$ cat config.mk
export PLATFORM = sky130hd
export DESIGN_NAME = arb4_rr_ctrl
export DESIGN_NICKNAME = d
export VERILOG_FILES = /design/src/rtl/arb4_rr_ctrl.sv
export SDC_FILE = /design/constraint.sdc
export NUM_CORES = 1
export LEC_CHECK = 0
export CAP_MARGIN = 25
export CORE_AREA = 2 2 39 41
export CTS_CLUSTER_SIZE = 28
export DETAILED_ROUTE_END_ITERATION = 7
export DIE_AREA = 0 0 41 43
export HOLD_SLACK_MARGIN = 0.15
export PLACE_DENSITY_LB_ADDON = 0.15
export SYNTH_ARGS = -nofsm -noshare
export SYNTH_HDL_FRONTEND = slang
export SYNTH_SLANG_ARGS = --single-unit
$ cat constraint.sdc
create_clock -name clk -period 7.4 [get_ports clk]
set_input_delay 1.48 -clock clk [delete_from_list [all_inputs] [get_ports clk]]
set_output_delay 1.48 -clock clk [all_outputs]
set_load 0.02 [all_outputs]
$ cat src/rtl/arb4_rr_ctrl.sv
// Four-requester round-robin arbiter with registered one-hot grant and encoded index.
// Optional hold-limit revocation is compiled in with `define ARB_HOLD_TIMEOUT_EN.
module arb4_rr_ctrl #(
  parameter int unsigned HOLD_MAX = 15,
  parameter int unsigned CNT_W    = 8
) (
  input  logic       clk,
  input  logic       rst,
  input  logic [3:0] req,
  input  logic       done,
  output logic [3:0] gnt,
  output logic [1:0] gnt_id,
  output logic       gnt_valid,
  output logic       timeout
);

  if (HOLD_MAX < 1 || HOLD_MAX > 255 || (64'd1 << CNT_W) <= 64'(HOLD_MAX)) begin : g_param_chk
    $error("arb4_rr_ctrl: HOLD_MAX must be 1..255 and fit in CNT_W bits");
  end

  typedef enum logic [0:0] {StIdle, StBusy} state_e;

  state_e     state_q, state_d;
  logic [3:0] gnt_q, gnt_d;
  logic [1:0] gnt_id_q, gnt_id_d;
  logic [1:0] last_q, last_d;

  logic [7:0] req_dbl;
  logic [3:0] req_rot;
  logic [1:0] pick_off;
  logic [1:0] pick_id;
  logic       owner_rel;

  // Rotate so bit 0 is the requester just after the last one served.
  always_comb begin
    req_dbl = {req, req};
    req_rot = req_dbl[3'(last_q) + 3'd1 +: 4];
    if (req_rot[0])      pick_off = 2'd0;
    else if (req_rot[1]) pick_off = 2'd1;
    else if (req_rot[2]) pick_off = 2'd2;
    else                 pick_off = 2'd3;
    pick_id = last_q + 2'd1 + pick_off;
  end

  assign owner_rel = done || !req[gnt_id_q];

`ifdef ARB_HOLD_TIMEOUT_EN
  logic [CNT_W-1:0] cnt_q, cnt_d;
  logic             timeout_q, timeout_d;
`endif

  always_comb begin
    state_d  = state_q;
    gnt_d    = gnt_q;
    gnt_id_d = gnt_id_q;
    last_d   = last_q;
`ifdef ARB_HOLD_TIMEOUT_EN
    cnt_d     = cnt_q;
    timeout_d = 1'b0;
`endif
    unique case (state_q)
      StIdle: begin
        if (|req) begin
          gnt_d    = 4'b0001 << pick_id;
          gnt_id_d = pick_id;
          last_d   = pick_id;
          state_d  = StBusy;
`ifdef ARB_HOLD_TIMEOUT_EN
          cnt_d    = '0;
`endif
        end
      end
      StBusy: begin
        if (owner_rel) begin
          gnt_d   = 4'b0000;
          state_d = StIdle;
`ifdef ARB_HOLD_TIMEOUT_EN
        end else if (cnt_q == CNT_W'(HOLD_MAX - 1)) begin
          // Revoke; last_q already points at the owner, so it drops to lowest priority.
          gnt_d     = 4'b0000;
          timeout_d = 1'b1;
          state_d   = StIdle;
        end else begin
          cnt_d = cnt_q + 1'b1;
`endif
        end
      end
      default: state_d = StIdle;
    endcase
  end

  always_ff @(posedge clk) begin
    if (rst) begin
      state_q  <= StIdle;
      gnt_q    <= 4'b0000;
      gnt_id_q <= 2'd0;
      last_q   <= 2'd3;
`ifdef ARB_HOLD_TIMEOUT_EN
      cnt_q     <= '0;
      timeout_q <= 1'b0;
`endif
    end else begin
      state_q  <= state_d;
      gnt_q    <= gnt_d;
      gnt_id_q <= gnt_id_d;
      last_q   <= last_d;
`ifdef ARB_HOLD_TIMEOUT_EN
      cnt_q     <= cnt_d;
      timeout_q <= timeout_d;
`endif
    end
  end

  assign gnt       = gnt_q;
  assign gnt_id    = gnt_id_q;
  assign gnt_valid = |gnt_q;
`ifdef ARB_HOLD_TIMEOUT_EN
  assign timeout = timeout_q;
`else
  assign timeout = 1'b0;
`endif

endmodule

Word-level counts from Yosys, hierarchy flattened
Index checks and enable logic that the tools add are counted.
{ "totals": {"register_bits": 9, "in_bits": 7, "output_inout_bits": 8} }
{ "classes": {"add_sub_neg": 3, "order_cmp": 1, "eq_ne": 2, "n_shift": 2, "mux": 11, "n_bitwise": 1, "n_reduce_logical": 6} }
{ "ops": {"columns": ["cell", "n"], "rows": [
  ["two-way mux 4 bit", 2],
  ["case mux 4 bit (2 select lines)", 1],
  ["OR reduction 4 bit", 2],
  ["variable part select 8 x 4 -> 3 bit", 1],
  ["two-way mux 1 bit", 4],
  ["two-way mux 2 bit", 2],
  ["AND reduction 2 bit", 2],
  ["left shift 1 x 2 -> 4 bit, first input constant", 1],
  ["adder 2 x 1 -> 3 bit, second input constant", 1],
  ["less-than comparator 2 x 3 -> 1 bit, second input constant", 1],
  ["adder 2 x 1 -> 2 bit, second input constant", 1],
  ["adder 2 bit", 1],
  ["binary-select mux 1 bit (select 2 bit)", 1],
  ["!= test 2 x 1 -> 1 bit, second input constant", 1],
  ["!= test 2 bit, second input constant", 1],
  ["case mux 1 bit (2 select lines)", 1],
  ["logical NOT 1 bit", 1],
  ["logical OR 1 bit", 1],
  ["NOT 1 bit", 1]
]} }

Longest topological paths before layout
Gate-level depths: netlist (run 1).
{ "depth": {"word_depth": 9, "depth_mapped": 11, "mapped_depth_nobuf": 9} }

Worst setup path before layout (run 1)
No wires, ideal clock.
{ "synth_timing": {"kind": "in2reg", "start": "in req[3]", "end": "reg gnt_q[0] (netlist: gnt[0])", "setup_time_ns": 0.117, "arrival_time_ns": 3.339, "t_required_ns": 7.283, "slack_ns": 3.943, "cell_stages": 10, "path_buffers": 2, "cell_sequence": "buf_6 or2b_1 a21oi_1 a211oi_1 ha_1 buf_2 or4b_1 o2111ai_4 o211ai_4 a32o_1"} }
{ "synth_via": {"elab_chain_len": 8, "elab_cells_between_ends": 16, "cone_classes": "add/sub: 1; eq/ne: 2; shift: 2; mux: 7; reduce/logical: 4"} }
{ "synth_rtl": {"columns": ["element", "line", "source"], "rows": [
  ["start, declared", "9", "input logic [3:0] req,"],
  ["variable part select 8 x 4 -> 3 bit", "37", "req_rot = req_dbl[3'(last_q) + 3'd1 +: 4];"],
  ["two-way mux 1 bit", "40", "else if (req_rot[2]) pick_off = 2'd2;"],
  ["two-way mux 2 bit", "39", "else if (req_rot[1]) pick_off = 2'd1;"],
  ["two-way mux 2 bit", "38", "if (req_rot[0]) pick_off = 2'd0;"],
  ["adder 2 bit", "42", "pick_id = last_q + 2'd1 + pick_off;"],
  ["left shift 1 x 2 -> 4 bit", "64", "gnt_d = 4'b0001 << pick_id;"],
  ["two-way mux 4 bit", "63", "if (|req) begin"],
  ["case mux 4 bit (2 select lines)", "61", "unique case (state_q)"],
  ["end signal, assigned", "104", "gnt_q <= gnt_d;"],
  ["end, declared", "24", "logic [3:0] gnt_q, gnt_d;"]
]} }
Several ways; a longest one is shown, not always the timed one. The select of a mux whose other input is x is not followed.
A chain may end at the register's enable or synchronous reset.

Worst setup path in the final report (run 1)
Ends and elaborated chain as after synthesis.

==> impl_metrics.ini, run 1 <==
[routing]
drtIter0Drc = 9
vias = 530
drt_pre_antenna_iters = 3
via_per_inst = 5.64
routed_wl_um = 1290
antenna_left = 0
wire_per_inst_um = 13.7
drc = 0

[timing]
setup_violations = 0
max_freq_mhz = 262
whs_ns = 0.485
setup-tns-final_ns = 0
rsz0062_at_grt = no
worst_pin_slew_ns = 0.492
maxSlewHeadroom = 0.670
hold_violations = 0
maxSlewViolCount = 0
min_period_ns = 3.82
period_share = 0.517
fin_worst_skew_ns = 0.00173

[setup_path]
critPathLaunchType = input port
worstPathMaxFanout = 9
worstSetupEndpointType = register
worstPathArrival_ns = 3.97
cp_data_required_time_ns = 7.55
worst-setup-path-type = input port to register

[cts]
ctsHoldBuffers = 0
clockRootBuffer = clkbuf_4
cts_tree = done
numCtsBuffers = 3
cts-resized-gates = 0
clk_pin_slew_ns = 0.06
insertion_delay_ns = 0.26
clockBufferDepth = 2
cts_htree_levels = 1
cts.sinks = 9
cts_setup_buffers = 0

[grt]
grt_max_degree = 11
grt_pass1_wl_um = 2090
grt_overflow_total = 0
antenna_found_initial = 0
grt_pass1_vias = 481
track_usage = 0.175

[synth]
yosys_warnings = 0
seq_area_frac_synth = 0.287
ys_types = 34
synth_nets = 75
yosys_most_used_dff = dfxtp_1
async_flop_share = 0
synth_seq_cells = 9
synthDominantCellAreaShare = 0.287
yosys.area.top_type = dfxtp_1
yosys-top-cells-area = dfxtp_1 29%, a211oi_1 4.8%, mux4_1 4.2%, o2111ai_4 4.2%, ha_1 4.0%
synth_area_um2 = 627
synthCells = 66
synth_edf_count = 0
avgSynthCellArea_um2 = 9.50

[die]
coreArea_um2 = 1380
io_pins = 15
start_util = 0.453
fp.dieH_um = 43
die_area_um2 = 1760
rows = 14
fp.dieW_um = 41

[placed_design]
portBuffers = 13
dp_cells = 90
gp_congestion = 0.737
hpwl_um = 954

[cells_and_area]
nNetsFinal = 88
area_growth_pct = 23.0
insertedDiodeCount = 0
drive_above_1_share = 0.128
instances_no_fill = 94
nFillCells = 138

[min_path]
min_path_type = register to register

[power_and_ir_drop]
ir_drop_mv = 0.166
p_leak_nw = 0.285
powerDensity_nw_per_um2 = 266

[run]
drv_cap = 0

[status]
status = finished, final reports clean
[kinds of logic after synthesis]
| family | Yosys count | synth area share |
|---|---|---|
| compound gates | 24 | 0.349 |
| fa+ha+maj | 2 | 0.0399 |
| buf+inv | 7 | 0.0639 |
| flops | 9 | 0.287 |
| mux | 1 | 0.0419 |
| other cells | 1 | 0.00598 |
| simple gates | 22 | 0.212 |
[critical path, cell delays in order]
cell and delay (ns):
clkdlybuf4s50_1 0.62, or2b_1 0.26, a21oi_1 0.14, a211oi_1 0.11
ha_1 0.30, or4b_1 0.54, o2111ai_4 0.12, o211ai_4 0.13
a32o_1 0.26
[final timing paths]
kind              from  endpoint  slack [ns]  depth (start not counted)
max             req[3]    gnt[0]        3.58                          9
min             gnt[2]    gnt[2]        0.48                          1
max reg2reg  last_q[1]    gnt[0]        4.95                          8
min reg2reg     gnt[2]    gnt[2]        0.48                          1
[report_power, final]
group / total (W) / internal, W / leakage (nW) / switching [W]
clock network: 0.0000373 / 0.0000207 / 0.0150 / 0.0000165
registers: 0.0000694 / 0.0000583 / 0.0743 / 0.0000110
logic: 0.0000983 / 0.0000495 / 0.195 / 0.0000488
[layout by cell type (no fill, tap or decap), types with 2 or more instances in the layout]
cell,instances
a211oi_1,4
nand3b_1,3
nor3_1,3
inv_1,2
ha_1,2
a21oi_1,4
dfxtp_1,9
nand2_1,4
nor2_1,4
o211ai_1,2
a21o_1,3
clkdlybuf4s50_1,13
nand2b_1,3
clkbuf_4,3
[through the flow]
step / setup WS [ns] / cell area [µm²] / total power (W) / utilization
floorplan: 3.94 / 627 / 0.000136 / -
global placement: 3.34 / 744 / 0.000168 / 0.538
detailed placement: 3.31 / 744 / 0.000168 / 0.538
CTS: 3.57 / 771 / 0.000207 / 0.557
global route: 3.47 / 771 / 0.000220 / 0.557
finish: 3.58 / 771 / 0.000205 / 0.557
[final cells by class]
cell class	instances	area, µm²	share of cell area
Tap cell	16	20.0	0.0260
Sequential cell	9	180	0.234
Clock buffer	4	26.3	0.0341
Timing Repair Buffer	13	130	0.169
Multi-Input combinational cell	50	407	0.528
Inverter	2	7.51	0.00974
[registers in the layout, indices dropped and copies added, names as in the netlist]
register and count:
state_q 1, gnt_id 2, last_q 2, gnt 4
[layer usage]
layer / track usage / share of wire / up-vias
li1: - / - / 277
met1: 0.231 / 0.50 / 242
met2: 0.250 / 0.46 / 11
met3: 0.0576 / 0.042 / 0
met4: 0.0800 / 0 / 0
met5: 0 / 0 / -
[synthesized netlist by cell type, types with 2 or more instances]
master and count:
nand2_1 4, a21oi_1 4, a211oi_1 4, buf_2 2
nor3_1 3, o211ai_1 2, a21o_1 3, dfxtp_1 9
nand3b_1 3, nor2_1 4, ha_1 2, inv_1 2
nand2b_1 3
Note: power is estimated with default switching activity, not from simulation.
==> inputs of run 2 (changes only) <==
--- a/config.mk
+++ b/config.mk
@@ -6,10 +6,10 @@
 export NUM_CORES = 1
 export LEC_CHECK = 0
 export CAP_MARGIN = 25
-export CORE_AREA = 2 2 39 41
+export CORE_MARGIN = 2
+export CORE_UTILIZATION = 47
 export CTS_CLUSTER_SIZE = 28
 export DETAILED_ROUTE_END_ITERATION = 7
-export DIE_AREA = 0 0 41 43
 export HOLD_SLACK_MARGIN = 0.15
 export PLACE_DENSITY_LB_ADDON = 0.15
 export SYNTH_ARGS = -nofsm -noshare
==> constraint.sdc (replaced) <==
create_clock -name clk -period 3.81 [get_ports clk]
set_input_delay 0.762 -clock clk [delete_from_list [all_inputs] [get_ports clk]]
set_output_delay 0.762 -clock clk [all_outputs]
set_load 0.02 [all_outputs]
==> impl_metrics.ini, run 2 (synthesis gave the netlist of run 1 again) <==
[grt]
grt_max_degree = 11
grt_pass1_wl_um = 2010
antenna_found_initial = 0
grt_overflow_total = 0
track_usage = 0.181
grt_pass1_vias = 478

[cells_and_area]
area_growth_pct = 22.8
drive_above_1_share = 0.128
multi_input_area_um2 = 407
final_common_cell = clkdlybuf4s50_1
largest_register_ffs = 4
area.sequential_um2 = 180
nNetsFinal = 88
insertedDiodeCount = 0
layout_common_cells = 13 x clkdlybuf4s50_1, 9 x dfxtp_1
nFillCells = 119

[setup_path]
worstSetupEndpointType = register
cp_data_required_time_ns = 3.96
cp_slowest_stage_delay_ns = 0.65
worstPathArrival_ns = 3.28
path_cells = clkdlybuf4s50_1 -> or2b_1 -> a21oi_1 -> a211oi_1 -> ha_1 -> or4b_1 -> o2111ai_4 -> o211ai_4 -> a32o_1
critPathLaunchType = input port
worstPathMaxFanout = 9
rrSetupSlack_ns = 1.36
critPathSlowestCell = clkdlybuf4s50_1
worst-setup-path-type = input port to register

[routing]
antenna_left = 0
drtIter0Drc = 10
drc = 0
drt_pre_antenna_iters = 4
via_per_inst = 5.96
routed_wl_um = 1240
vias = 554
wire_per_inst_um = 13.4

[placed_design]
hpwl_um = 912
portBuffers = 13
gp_congestion = 0.759

[die]
fp.dieW_um = 40.5
io_pins = 15
fp.dieH_um = 40.5
die_area_um2 = 1640
rows = 13
coreArea_um2 = 1270
start_util = 0.494

[power_and_ir_drop]
ir_drop_mv = 0.318
powerDensity_nw_per_um2 = 516
p_leak_nw = 0.285

[timing]
hold_violations = 0
maxSlewViolCount = 0
min_period_ns = 3.13
period_share = 0.822
whs_ns = 0.489
max_freq_mhz = 319
fin_worst_skew_ns = 0.00412
rsz0062_at_grt = no
setup-tns-final_ns = 0
setup_violations = 0

[cts]
cts_setup_buffers = 0
insertion_delay_ns = 0.26
cts.sinks = 9
clockBufferDepth = 2
cts_htree_levels = 1
clk_pin_slew_ns = 0.06
clockRootBuffer = clkbuf_4
ctsHoldBuffers = 0
numCtsBuffers = 3
cts-resized-gates = 0
cts_tree = done

[run]
drv_cap = 0

[min_path]
min_path_type = register to register

[status]
status = finished, final reports clean
run 2: power breakdown:
part	internal, W	total [W]	switching (W)	leakage, nW
combinational	0.0000965	0.000191	0.0000944	0.195
sequential	0.000113	0.000134	0.0000204	0.0743
clock	0.0000403	0.0000725	0.0000322	0.0150
total	0.000250	0.000397	0.000147	0.285
run 2: path summary, 6_finish.rpt:
path	startpoint	endpoint	depth (start not counted)
worst min-delay path	gnt[2]	gnt[2]	1
worst max register to register	last_q[1]	gnt[0]	8
worst min register to register	gnt[2]	gnt[2]	1
worst max-delay path	req[3]	gnt[0]	9
run 2: cell type report:
class | instances | share of cell area
Tap cell | 15 | 0.0244
Inverter | 2 | 0.00976
Clock buffer | 4 | 0.0341
Sequential cell | 9 | 0.234
Timing Repair Buffer | 13 | 0.169
Multi-Input combinational cell | 50 | 0.528
run 2: critical path, delay by kind of cell:
kind,cells,cell delay (ns)
and+or+nand+nor,2,0.80
AOI/OAI and AO/OA,5,0.76
buffers and inverters,1,0.65
adders and majority gates,1,0.30
run 2: metal layers:
layer  part of all wire  vias up  wire length [µm]  global-route usage
met3              0.049        4                61              0.0167
met1               0.47      262               579               0.247
li1                   -      276                 -                   -
met5                  0        -                 0                   0
met2               0.47       12               590               0.290
met4              0.010        0                13              0.0750
run 2: through the flow:
step,util,cells,area [µm²],setup slack (ns),total power (W)
final,0.607,93,769,0.680,0.000397
after global routing,0.607,93,769,0.560,0.000424
after CTS,0.607,93,769,0.687,0.000402
after detailed placement,0.586,89,743,0.423,0.000326
after global placement,0.586,89,743,0.468,0.000325
after floorplan,-,66,627,1.07,0.000264
==> inputs of run 3 (changes only) <==
==> constraint.sdc (replaced) <==
create_clock -name clk -period 3.2 [get_ports clk]
set_input_delay 0.64 -clock clk [delete_from_list [all_inputs] [get_ports clk]]
set_output_delay 0.64 -clock clk [all_outputs]
set_load 0.02 [all_outputs]
==> impl_metrics.ini, run 3 (synthesis gave the netlist of run 1 again) <==
[setup_path]
critPathTopFamily = compound AO/OA/AOI/OAI gates
reg2reg_depth = 9
cp_data_required_time_ns = 3.35
worstPathMaxFanout = 6
worstSetupEndpointType = register
worst-setup-path-type = input port to register
cp_slowest_stage_delay_ns = 0.58
path_cells = clkdlybuf4s50_1 -> or2b_1 -> a21oi_1 -> a211oi_1 -> ha_1 -> buf_4 -> nor3_1 -> o2111ai_4 -> o211ai_4 -> a2bb2o_2
r2r-end = gnt[3]
path_buf_inv = 2
critPathSlowestCell = clkdlybuf4s50_1
r2r_start = last_q[1]
critPathLaunchType = input port
worstPathArrival_ns = 3.02
rrSetupSlack_ns = 0.86

[placed_design]
portBuffers = 13
gp_congestion = 0.798
hpwl_um = 1000
dpl_cell_area_um2 = 788

[power_and_ir_drop]
p_comb_frac = 0.485
ir_drop_mv = 0.376
powerDensity_nw_per_um2 = 594
p_leak_nw = 0.313
switching_share = 0.371
power_switching_w = 0.000180
finalPower_w = 0.000484
internal_power_w = 0.000304
clockPowerShare = 0.186
seq_power_share = 0.330

[cts]
clk_pin_slew_ns = 0.07
clockBufferDepth = 2
cts_htree_levels = 1
clockRootBuffer = clkbuf_4
cts_setup_buffers = 0
insertion_delay_ns = 0.26
ctsHoldBuffers = 0
cts-resized-gates = 0
cts.sinks = 9
numCtsBuffers = 3
cts_tree = done

[grt]
antenna_found_initial = 0
grt_overflow_total = 0
track_usage = 0.180
grt_pass1_wl_um = 1950
grt_pass1_vias = 498
grt_max_degree = 11

[die]
die_area_um2 = 1640
coreArea_um2 = 1270
fp.dieW_um = 40.5
fp.dieH_um = 40.5
io_pins = 15
rows = 13
start_util = 0.494

[timing]
rsz0062_at_grt = no
hold_violations = 0
min_period_ns = 2.87
period_share = 0.895
setup_violations = 0
max_freq_mhz = 349
setup-tns-final_ns = 0
maxSlewViolCount = 0
fin_worst_skew_ns = 0.00321

[routing]
drt_pre_antenna_iters = 2
drtIter0Drc = 6
drc = 0
vias = 572
wire_per_inst_um = 13.2
routed_wl_um = 1310
via_per_inst = 5.78
antenna_left = 0

[cells_and_area]
drive_above_1_share = 0.190
final_common_cell = clkdlybuf4s50_1
area_growth_pct = 29.9
insertedDiodeCount = 0
layout_common_cells = 13 x clkdlybuf4s50_1, 9 x dfxtp_1, 6 x buf_4
largest_register_ffs = 4
fin_area_um2 = 815
utilization = 0.642
nNetsFinal = 94

[min_path]
min_from = gnt[2]
min_path_cells = 1
min_to = gnt[2]
min_path_type = register to register

[run]
drv_cap = 0

[status]
status = finished, final reports clean
[run 3: cell count changes in the layout (fill, tap and decap cells not counted), sizes merged]
cell,delta
buf,+6
[run 3: worst register-to-register path, stage by stage, from the launching register on]
cell	delay, ns
dfxtp_1	0.39
nand2b_1	0.20
a211oi_1	0.26
a211oi_1	0.11
ha_1	0.24
buf_4	0.16
nor3_1	0.27
o2111ai_4	0.17
o211ai_4	0.13
a2bb2o_2	0.30
[run 3: per-stage QoR]
step | cells | hold slack [ns] | worst slack (ns)
after floorplan | 66 | 0.499 | 0.583
after global placement | 95 | 0.483 | 0.135
after detailed placement | 95 | 0.481 | 0.0556
after CTS | 99 | 0.490 | 0.328
after global routing | 99 | 0.511 | 0.225
final | 99 | 0.488 | 0.335
[run 3: layout make-up]
cell class	count	area (µm²)
well taps	15	18.8
repair buffers	19	175
flip-flops and latches	9	180
fillers	110	454
inverters	2	7.51
clock buffers	4	26.3
multi-input cells	50	407
[run 3: power by group through the flow]
stage / logic [W] / registers, W / clock network (W)
global placement: 0.000233 / 0.000162 / 0
finish: 0.000235 / 0.000160 / 0.0000899
global route: 0.000255 / 0.000162 / 0.0000980
CTS: 0.000237 / 0.000160 / 0.0000901
floorplan: 0.000142 / 0.000172 / 0
detailed placement: 0.000235 / 0.000163 / 0
[run 3: worst max path at each step]
stage,startpoint,to,cells after the start
6_report,req[3],gnt[3],10
5_1_grt,req[3],gnt[3],10
4_1_cts,req[3],gnt[3],10
3_5_place_dp,req[3],gnt[3],10
3_3_place_gp,req[3],gnt[3],10
2_1_floorplan,req[3],gnt[0],10
[run 3: per-layer routing]
layer,track usage,routed length [µm],vias to the layer above
met2,0.321,652,13
li1,-,-,286
met3,0.0500,52,2
met1,0.205,594,271
met5,0,0,-
met4,0.0500,8,0
